===== config.mk =====
export PLATFORM = sky130hd
export DESIGN_NAME = sync_edge_filter_flat
export DESIGN_NICKNAME = d
export VERILOG_FILES = /design/src/rtl/sync_edge_filter_if.sv /design/src/rtl/sync_edge_filter.sv /design/src/flat_wrapper.sv
export SDC_FILE = /design/constraint.sdc
export NUM_CORES = 1
export LEC_CHECK = 0
export CAP_MARGIN = 0
export CORE_AREA = 2 2 39 41
export DETAILED_ROUTE_END_ITERATION = 7
export DIE_AREA = 0 0 41 43
export PLACE_DENSITY_LB_ADDON = 0.2
export SYNTH_ARGS = -nofsm -noshare
export SYNTH_HDL_FRONTEND = slang
export SYNTH_SLANG_ARGS = --single-unit

===== constraint.sdc =====
create_clock -name clk -period 1.8 [get_ports clk]
set_input_delay 0.36 -clock clk [delete_from_list [all_inputs] [get_ports clk]]
set_output_delay 0.36 -clock clk [all_outputs]
set_load 0.02 [all_outputs]

===== src/rtl/sync_edge_filter_if.sv =====
// Bundle of the enable, synchronized inputs and filtered outputs/strobes of sync_edge_filter.
`timescale 1ns/1ps
interface sync_edge_filter_if #(
    parameter int WIDTH = 1
);
    logic             ena;
    logic [WIDTH-1:0] d;
    logic [WIDTH-1:0] q;
    logic [WIDTH-1:0] rise;
    logic [WIDTH-1:0] fall;
    logic [WIDTH-1:0] glitch;

    modport master (
        output ena,
        output d,
        input  q,
        input  rise,
        input  fall,
        input  glitch
    );

    modport slave (
        input  ena,
        input  d,
        output q,
        output rise,
        output fall,
        output glitch
    );
endinterface


===== src/rtl/sync_edge_filter.sv =====
// Per-bit glitch filter and edge detector: q follows d only after STABLE_CYCLES
// consecutive enabled edges of disagreement; registered rise/fall/glitch strobes.
`timescale 1ns/1ps
module sync_edge_filter #(
    parameter int   WIDTH         = 1,
    parameter int   STABLE_CYCLES = 4,
    parameter logic RESET_LEVEL   = 1'b0
) (
    input  logic                clk,
    input  logic                rst,
    sync_edge_filter_if.slave   bus
);
    localparam int            CW   = $clog2(STABLE_CYCLES + 1);
    localparam logic [CW-1:0] LAST = CW'(STABLE_CYCLES - 1);

    typedef enum logic {
        ST_STABLE  = 1'b0,
        ST_PENDING = 1'b1
    } state_t;

    state_t           state  [WIDTH];
    logic [CW-1:0]    cnt    [WIDTH];
    logic [WIDTH-1:0] q_r;
    logic [WIDTH-1:0] rise_r;
    logic [WIDTH-1:0] fall_r;
    logic [WIDTH-1:0] glitch_r;

    always_ff @(posedge clk or posedge rst) begin
        if (rst) begin
            q_r      <= {WIDTH{RESET_LEVEL}};
            rise_r   <= '0;
            fall_r   <= '0;
            glitch_r <= '0;
            for (int i = 0; i < WIDTH; i++) begin
                state[i] <= ST_STABLE;
                cnt[i]   <= '0;
            end
        end else begin
            // Strobes default low every edge, including disabled ones, so they never stretch.
            rise_r   <= '0;
            fall_r   <= '0;
            glitch_r <= '0;
            if (bus.ena) begin
                for (int i = 0; i < WIDTH; i++) begin
                    if (bus.d[i] != q_r[i]) begin
                        if (cnt[i] == LAST) begin
                            q_r[i]    <= bus.d[i];
                            rise_r[i] <= bus.d[i];
                            fall_r[i] <= ~bus.d[i];
                            cnt[i]    <= '0;
                            state[i]  <= ST_STABLE;
                        end else begin
                            cnt[i]    <= cnt[i] + CW'(1);
                            state[i]  <= ST_PENDING;
                        end
                    end else if (state[i] == ST_PENDING) begin
                        glitch_r[i] <= 1'b1;
                        cnt[i]      <= '0;
                        state[i]    <= ST_STABLE;
                    end
                end
            end
        end
    end

    assign bus.q      = q_r;
    assign bus.rise   = rise_r;
    assign bus.fall   = fall_r;
    assign bus.glitch = glitch_r;
endmodule


===== src/flat_wrapper.sv =====
// flat-port wrapper written by rule: the top's interface ports become plain ports
module sync_edge_filter_flat 
#(
    parameter int   WIDTH         = 1,
    parameter int   STABLE_CYCLES = 4,
    parameter logic RESET_LEVEL   = 1'b0
)
  (clk, rst, bus_ena, bus_d, bus_q, bus_rise, bus_fall, bus_glitch);
  sync_edge_filter_if #(.WIDTH(WIDTH)) bus_i ();
  input  logic clk;
  input  logic rst;
  input wire logic [$bits(bus_i.ena)-1:0] bus_ena;
  input wire logic [$bits(bus_i.d)-1:0] bus_d;
  output wire logic [$bits(bus_i.q)-1:0] bus_q;
  output wire logic [$bits(bus_i.rise)-1:0] bus_rise;
  output wire logic [$bits(bus_i.fall)-1:0] bus_fall;
  output wire logic [$bits(bus_i.glitch)-1:0] bus_glitch;
  assign bus_i.ena = bus_ena;
  assign bus_i.d = bus_d;
  assign bus_q = bus_i.q;
  assign bus_rise = bus_i.rise;
  assign bus_fall = bus_i.fall;
  assign bus_glitch = bus_i.glitch;
  sync_edge_filter #(.WIDTH(WIDTH), .STABLE_CYCLES(STABLE_CYCLES), .RESET_LEVEL(RESET_LEVEL)) u_core (.clk(clk), .rst(rst), .bus(bus_i));
endmodule

==> impl_metrics.ini <==
[pwr]
power_frac_comb_pct = 32.8
pwr-share-clk_pct = 22.5
p_leak_uw = 0.000194
power-per-cell-area_nw_per_um2 = 1360
power_switching_uw = 201
irDropWorstVdd_mv = 0.596
intPower_uw = 406
pwr-share-seq_pct = 44.8
swShare_pct = 33.1
fin_total_pwr_uw = 608

[critical_path]
rr_worst_depth = 3
arrival_ps = 1320
required_ps = 1440
path_max_fanout = 5
path_cells = clkdlybuf4s50_1
r2r-start = u_core.bus.q
crit_family = buffers and inverters
worst_setup_path_start_kind = flop
slowest_stage = clkdlybuf4s50_1
end_kind = output pin
crit_buf_inv = 1
regToRegEndpoint = u_core.cnt[1]
path_class = flop to output pin
r2r_slack_ps = 570
crit_path_start = u_core.bus.q
critPathMaxStageDelay_ps = 640

[die]
coreArea_um2 = 1380
start_util_pct = 24.2
num_rows = 14
io_pins = 8
die-area_um2 = 1760
die_x_um = 41
chipHeight_um = 43

[cells_and_area]
area_growth_pct = 33.6
antenna_cells = 0
layout.nets = 44
mostFrequentLayoutCells = dfrtp_1, clkdlybuf4s50_1, inv_1, clkbuf_4
final_common_cell = dfrtp_1
final_cell_count_no_fill = 53
drive_above_1_share_pct = 13.5
postLayoutCellArea_um2 = 448

[sta]
clock.fmax_ghz = 0.595
max_slew_margin_pct = 79.2
final.setup.tns_ps = 0
finalHoldViolations = 0
setup-violations-final = 0
rsz0062_at_grt = false
tightest_slew_ps = 312
period_minus_slack_ps = 1680
skew_ps = 8.71
fin_crit_sh_pct = 93.3
drv_slew = 0

[yosys]
ys_warn_count = 0
synth.distinct_cells = 14
seq_area_frac_synth_pct = 59.7
postSynthAreaPerCell_um2 = 12.4
synth_cells = 27
ys_ff_latch = 8
synth_fp_nets = 32
syn-cell-area_um2 = 335

[clock_network]
cts_hold_buffers = 0
ctsResizeCount = 0
cts_buffers = 3
ctsLongestPathBuffers = 2
cts.clk_slew.worst_paths_ps = 60
clock-sinks = 8
cts_setup_buffers = 0
insertion_delay_ps = 250
root_buffer = clkbuf_4
cts_tree = done
htreeDepth = 1

[place]
placed_area_um2 = 425
port_buffers = 7
placed_cells = 50
hpwl_um = 482
gp_congestion = 0.694

[run]
max_cap_viol_count = 0

[routing]
vias = 233
drc = 0
firstDrtPassIters = 4
postRouteAntennaNets = 0
totalWireLength_um = 626
dr.first_iter.drc_count = 8
vias_per_cell = 4.40
wl_per_cell_um = 11.8

[grt]
overflow = 0
antenna_found_initial = 0
grt.total_usage_pct = 9.85
grt_pass1_wl_um = 1040
grt_pass1_vias = 245
grt_max_degree = 9

[status]
status = finished, final reports clean

[min_path]
hold_class = input pin to async pin
## state kept, by name, summed over array words and instances (netlist names)
signal             flops
u_core.bus.q           1
u_core.state           1
u_core.cnt             3
u_core.bus.fall        1
u_core.bus.rise        1
u_core.bus.glitch      1
## metrics by stage
step	utilization (%)	hold WS, ps	worst slack (ps)
floorplan	-	176	605
CTS	32.4	366	105
global placement	30.7	482	152
global route	32.4	402	63.8
detailed placement	30.7	526	85.8
finish	32.4	353	120
## cell families after synthesis
logic type | synth area share (%)
adder cells (fa/ha/maj) | 3.73
buffers and inverters | 3.36
flip-flops | 59.7
multiplexers | 3.36
AO/OA/AOI/OAI | 11.6
XOR/XNOR | 4.85
AND/OR/NAND/NOR | 13.4
## routing by layer
metal | routed length [um] | vias to the layer above | share of wire (%) | global-route usage [%]
met5 | 0 | - | 0 | 0
met4 | 8 | 0 | 1.3 | 10.0
met3 | 33 | 2 | 5.3 | 4.71
met1 | 259 | 108 | 41 | 10.0
met2 | 325 | 8 | 52 | 13.4
li1 | - | 115 | - | -
## synthesized netlist by cell type (all sizes together)
cell type | number | area [um^2]
nand3 | 2 | 10.0
mux2 | 1 | 11.3
ha | 1 | 12.5
o21ai | 2 | 10.0
nor3b | 2 | 15.0
nor2 | 1 | 3.75
nand2 | 1 | 3.75
nor2b | 1 | 6.26
dfrtp | 8 | 200
xor2 | 1 | 16.3
a32o | 2 | 20.0
nand2b | 1 | 6.26
inv | 3 | 11.3
a311oi | 1 | 8.76
## how the worst max path moves through the flow
stage                          endpoint  slack (ps)  depth (start not counted)
after floorplan           u_core.cnt[0]         600                          3
final                             bus_q         120                          1
after CTS                         bus_q         110                          1
after global placement    u_core.cnt[0]         150                          4
after detailed placement  u_core.cnt[1]          90                          4
after global routing              bus_q          60                          1
## power by group through the flow
| stage | Clock [uW] | Sequential, uW | Combinational [uW] |
|---|---|---|---|
| after global placement | 0 | 272 | 190 |
| after detailed placement | 0 | 274 | 203 |
| final | 137 | 272 | 199 |
| after floorplan | 0 | 289 | 107 |
| after global routing | 153 | 280 | 221 |
| after CTS | 142 | 271 | 204 |
## layout make-up
cell class | instances | area, um^2
Clock buffer | 3 | 22.5
Fill cell | 145 | 936
Inverter | 3 | 11.3
Multi-Input combinational cell | 16 | 124
Sequential cell | 8 | 200
Tap cell | 16 | 20.0
Timing Repair Buffer | 7 | 70.1
Note: power is estimated with default switching activity, not from simulation.
